File: config.mk
export PLATFORM = sky130hd
export DESIGN_NAME = rr_arb_mux4
export DESIGN_NICKNAME = d
export VERILOG_FILES = /design/src/rtl/rr_arb_mux4.sv
export SDC_FILE = /design/constraint.sdc
export NUM_CORES = 1
export LEC_CHECK = 0
export CAP_MARGIN = 10
export CELL_PAD_IN_SITES_DETAIL_PLACEMENT = 1
export CELL_PAD_IN_SITES_GLOBAL_PLACEMENT = 2
export CORE_ASPECT_RATIO = 0.75
export CORE_UTILIZATION = 22
export DETAILED_ROUTE_END_ITERATION = 7
export GPL_ROUTABILITY_DRIVEN = 0
export GPL_TIMING_DRIVEN = 0
export MAX_ROUTING_LAYER = met4
export PLACE_DENSITY = 0.91
export SLEW_MARGIN = 10
export SYNTH_ARGS = -nofsm -noshare
export SYNTH_HDL_FRONTEND = slang
export SYNTH_SLANG_ARGS = --single-unit
File: constraint.sdc
create_clock -name hclk -period 3.8 [get_ports hclk]
set_clock_uncertainty 0.05 [all_clocks]
set_input_delay 0.76 -clock hclk [delete_from_list [all_inputs] [get_ports hclk]]
set_output_delay 0.76 -clock hclk [all_outputs]
set_load 0.02 [all_outputs]
File: src/rtl/rr_arb_mux4.sv
// rr_arb_mux4: four-requester round-robin arbiter with lock, one-hot data select and a single output register
//   hclk        clock, rising edge
//   hresetn     asynchronous active-low reset
//   req_i       per-requester request
//   lock_i      per-requester lock (honoured only for the current owner)
//   data0_i..3  per-requester data
//   gnt_o       one-hot grant, data captured at this edge
//   out_vld_o   output register holds valid data
//   out_data_o  registered output data
//   out_rdy_i   downstream accepts out_data_o when out_vld_o is high
module rr_arb_mux4 #(
    parameter int DW = 32
) (
    input  logic          hclk,
    input  logic          hresetn,
    input  logic [3:0]    req_i,
    input  logic [3:0]    lock_i,
    input  logic [DW-1:0] data0_i,
    input  logic [DW-1:0] data1_i,
    input  logic [DW-1:0] data2_i,
    input  logic [DW-1:0] data3_i,
    output logic [3:0]    gnt_o,
    output logic          out_vld_o,
    output logic [DW-1:0] out_data_o,
    input  logic          out_rdy_i
);
    logic [1:0]    ptr, own, off, win;
    logic [3:0]    rot;
    logic          own_vld, acc, locked;
    logic [DW-1:0] sel;

    assign acc    = !out_vld_o || out_rdy_i;
    assign locked = own_vld && req_i[own];

    // rot[k] is the request at priority rank k counted from ptr
    always_comb begin
        rot = '0;
        for (int k = 0; k < 4; k++)
            rot[k] = req_i[ptr + 2'(k)];
    end

    assign off   = rot[0] ? 2'd0 : rot[1] ? 2'd1 : rot[2] ? 2'd2 : 2'd3;
    assign win   = locked ? own : ptr + off;
    assign gnt_o = (acc && |req_i) ? 4'(1) << win : 4'b0000;

    assign sel = ({DW{gnt_o[0]}} & data0_i) | ({DW{gnt_o[1]}} & data1_i) |
                 ({DW{gnt_o[2]}} & data2_i) | ({DW{gnt_o[3]}} & data3_i);

    always_ff @(posedge hclk or negedge hresetn) begin
        if (!hresetn) begin
            ptr        <= '0;
            own        <= '0;
            own_vld    <= 1'b0;
            out_vld_o  <= 1'b0;
            out_data_o <= '0;
        end else if (|gnt_o) begin
            out_vld_o  <= 1'b1;
            out_data_o <= sel;
            own_vld    <= lock_i[win];
            own        <= win;
            // a locked grant keeps the rotation where it was
            if (!locked)
                ptr <= win + 2'd1;
        end else begin
            if (out_rdy_i)
                out_vld_o <= 1'b0;
            // owner stopped requesting at an arbitration cycle: release the lock
            if (acc && own_vld && !req_i[own])
                own_vld <= 1'b0;
        end
    end
endmodule

==> flow_metrics.env <==
export IMPL_grt_pass1_wl_um=17900
export IMPL_worst_setup_path_start_kind="input pin"
export IMPL_place_ws_ns=-1.10
export IMPL_yosys_warnings=0
export IMPL_pwr_share_seq_pct=15.6
export IMPL_path_max_fanout=10
export IMPL_post_route_period_util_pct=98.9
export IMPL_initial_core_util_pct=22.7
export IMPL_grt_pass1_vias=3304
export IMPL_port_buffers=175
export IMPL_dp_cells=633
export IMPL_cp_end_kind="output port"
export IMPL_async_flop_share_pct=100
export IMPL_clockRootBuffer="clkbuf_16"
export IMPL_ioPinCount=176
export IMPL_cts_sinks=38
export IMPL_setup_ws_ns=0.0408
export IMPL_mostFrequentLayoutCells="166 x clkdlybuf4s50_1, 42 x nor2_1, 38 x dfrtp_1, 37 x inv_1, 36 x mux2i_1"
export IMPL_clk_latency_ns=0.29
export IMPL_syn_to_final_growth_pct=71.9
export IMPL_vias_per_cell=4.52
export IMPL_ir_worst_vdd_mv=0.266
export IMPL_clockPowerShare_pct=10.3
export IMPL_cp_required_ns=2.99
export IMPL_nets=611
export IMPL_numCtsBuffers=5
export IMPL_reg2reg_from="ptr[1]"
export IMPL_maxSlewViolCount=0
export IMPL_routed_wl_um=11500
export IMPL_grt_ovfl_total=0
export IMPL_core_area_sq_um=13800
export IMPL_die_height_um=105
export IMPL_r2r_end="out_data_o[25]"
export IMPL_clock_fmax_ghz=0.266
export IMPL_grt_use_total_pct=16.2
export IMPL_synth_edf_count=0
export IMPL_fin_cells=647
export IMPL_post_drt_wl_per_cell_um=17.8
export IMPL_die_area_sq_um=14700
export IMPL_finalPower_w=0.00476
export IMPL_synth_cell_types=39
export IMPL_slew_limit_headroom_pct=40.5
export IMPL_avgSynthCellArea_sq_um=11.1
export IMPL_rrSetupSlack_ns=0.46
export IMPL_status="finished, final reports clean"
export IMPL_h_tree_depth=2
export IMPL_antenna_found_initial=0
export IMPL_drv_cap=0
export IMPL_drive_gt1_share_pct=21.6
export IMPL_antennaDiodeCount=0
export IMPL_p_comb_share_pct=74.2
export IMPL_rows=37
export IMPL_rsz0062_at_grt="true"
export IMPL_grt_start_max_net_pins=21
export IMPL_leakagePower_nw=2.25
export IMPL_drt_iter0_drc=84
export IMPL_worstMarginPinSlew_ns=0.893
export IMPL_cts_clk_slew_worst_paths_ns=0.06
export IMPL_clock_path_buffers=2
export IMPL_cp_arrival_ns=2.95
export IMPL_ff2ff_path_depth=14
export IMPL_layout_commonest_cell="clkdlybuf4s50_1"
export IMPL_setup_viol=0
export IMPL_drc=0
export IMPL_crit_type="input pin to output port"
export IMPL_antenna_left=0
export IMPL_ys_flop_type="dfrtp_1"
export IMPL_synthCells=282
export IMPL_p_int_w=0.00262
export IMPL_hp_class="input pin to asynchronous set/reset pin"
export IMPL_finalCriticalPeriod_ns=3.76
export IMPL_syn_nets=422
export IMPL_vias=2923
export IMPL_power_switching_w=0.00214
export IMPL_drt_pass1_iterations=4
export IMPL_final_util_pct=39.0
export IMPL_hold_viol_final=0
export IMPL_switching_share_pct=44.9
export IMPL_ctsHoldBuffers=0
export IMPL_ys_ff_latch=38
export IMPL_p_per_area_nw_per_um2=886
export IMPL_cts_tree="yes"
export IMPL_fp_dieW_um=140
export IMPL_place_hpwl_um=8810
export IMPL_whs_ns=0.412
export IMPL_synth_area_sq_um=3130
export IMPL_yosysSeqAreaShare_pct=30.4
-- cells by family after synthesis --
logic type | share of synthesized area (%)
and+or+nand+nor | 8.28
buffers and inverters | 9.76
muxes | 12.2
DFF | 30.4
xor gates and xnor gates | 0.840
adders and majority gates | 0.400
AOI/OAI and AO/OA | 38.1
-- critical path, cell delays in order --
cell	delay, ns
dlygate4sd2_1	0.29
a21oi_2	0.16
nor2_1	0.06
a311oi_1	0.22
a21oi_1	0.09
ha_2	0.36
inv_2	0.08
o41ai_2	0.33
and2_1	0.19
buf_6	0.12
buf_12	0.14
buf_4	0.15
-- final cells by class --
cell class	instances	area (sq um)
Buffer	21	176
Clock buffer	5	125
Clock inverter	3	40.0
Fill cell	1525	8420
Inverter	38	143
Multi-Input combinational cell	184	1910
Sequential cell	38	951
Tap cell	175	219
Timing Repair Buffer	183	1810
-- power groups by stage --
stage	Combinational, W	Clock, W	Sequential, W
finish	0.00353	0.000489	0.000742
global route	0.00377	0.000520	0.000769
CTS	0.00354	0.000507	0.000743
detailed placement	0.00340	0	0.000750
global placement	0.00332	0	0.000737
floorplan	0.00208	0	0.000947
-- worst max-delay path by stage --
stage	from	end	slack, ns	cells after the start
2_1_floorplan	req_i[2]	gnt_o[3]	0.41	10
3_3_place_gp	req_i[2]	gnt_o[0]	-0.94	13
3_5_place_dp	req_i[2]	gnt_o[3]	-1.10	12
4_1_cts	req_i[2]	gnt_o[1]	0.01	13
5_1_grt	req_i[1]	gnt_o[1]	-0.08	12
6_report	req_i[1]	gnt_o[1]	0.04	12
-- routing by layer --
layer	vias to the layer above	track usage [%]	share of wire, %
met5	-	-	0
met1	1389	19.3	45
met4	0	2.98	0.89
met2	118	27.6	48
met3	9	4.27	6.4
li1	1407	-	-
-- sequential cells by signal, summed over array words and instances, names as in the netlist --
register,cells
ptr,2
out_vld_o,1
own_vld,1
own,2
out_data_o,32
-- synthesized netlist by cell type (2+ instances only) --
library cell | instances | area [sq um]
buf_6 | 9 | 101
dfrtp_1 | 38 | 951
nor2b_1 | 2 | 12.5
and2_1 | 2 | 12.5
o2bb2ai_1 | 5 | 43.8
nand2_1 | 8 | 30.0
clkbuf_1 | 7 | 26.3
mux2i_1 | 36 | 360
nand2b_1 | 2 | 12.5
o221a_2 | 5 | 56.3
buf_2 | 4 | 20.0
o221a_4 | 27 | 541
nor2_1 | 42 | 158
inv_1 | 38 | 143
o2bb2ai_2 | 27 | 405
a21oi_1 | 2 | 10.0
o21ai_0 | 5 | 25.0
xnor2_1 | 2 | 17.5
-- what timing repair did --
action                                  4_1_cts  5_1_grt
endpoints found under the setup margin        4        9
buffers inserted                              5        2
resized for setup                            27        6
pin swaps                                     3        2
hold endpoints to repair                      0        0
-- per-stage QoR --
stage               setup TNS (ns)  instance area, sq um
floorplan                        0                  3130
global placement             -3.64                  5100
detailed placement           -5.44                  5120
CTS                              0                  5350
global route               -0.0813                  5380
finish                           0                  5380
No activity file was read; power rests on OpenSTA's default activity.
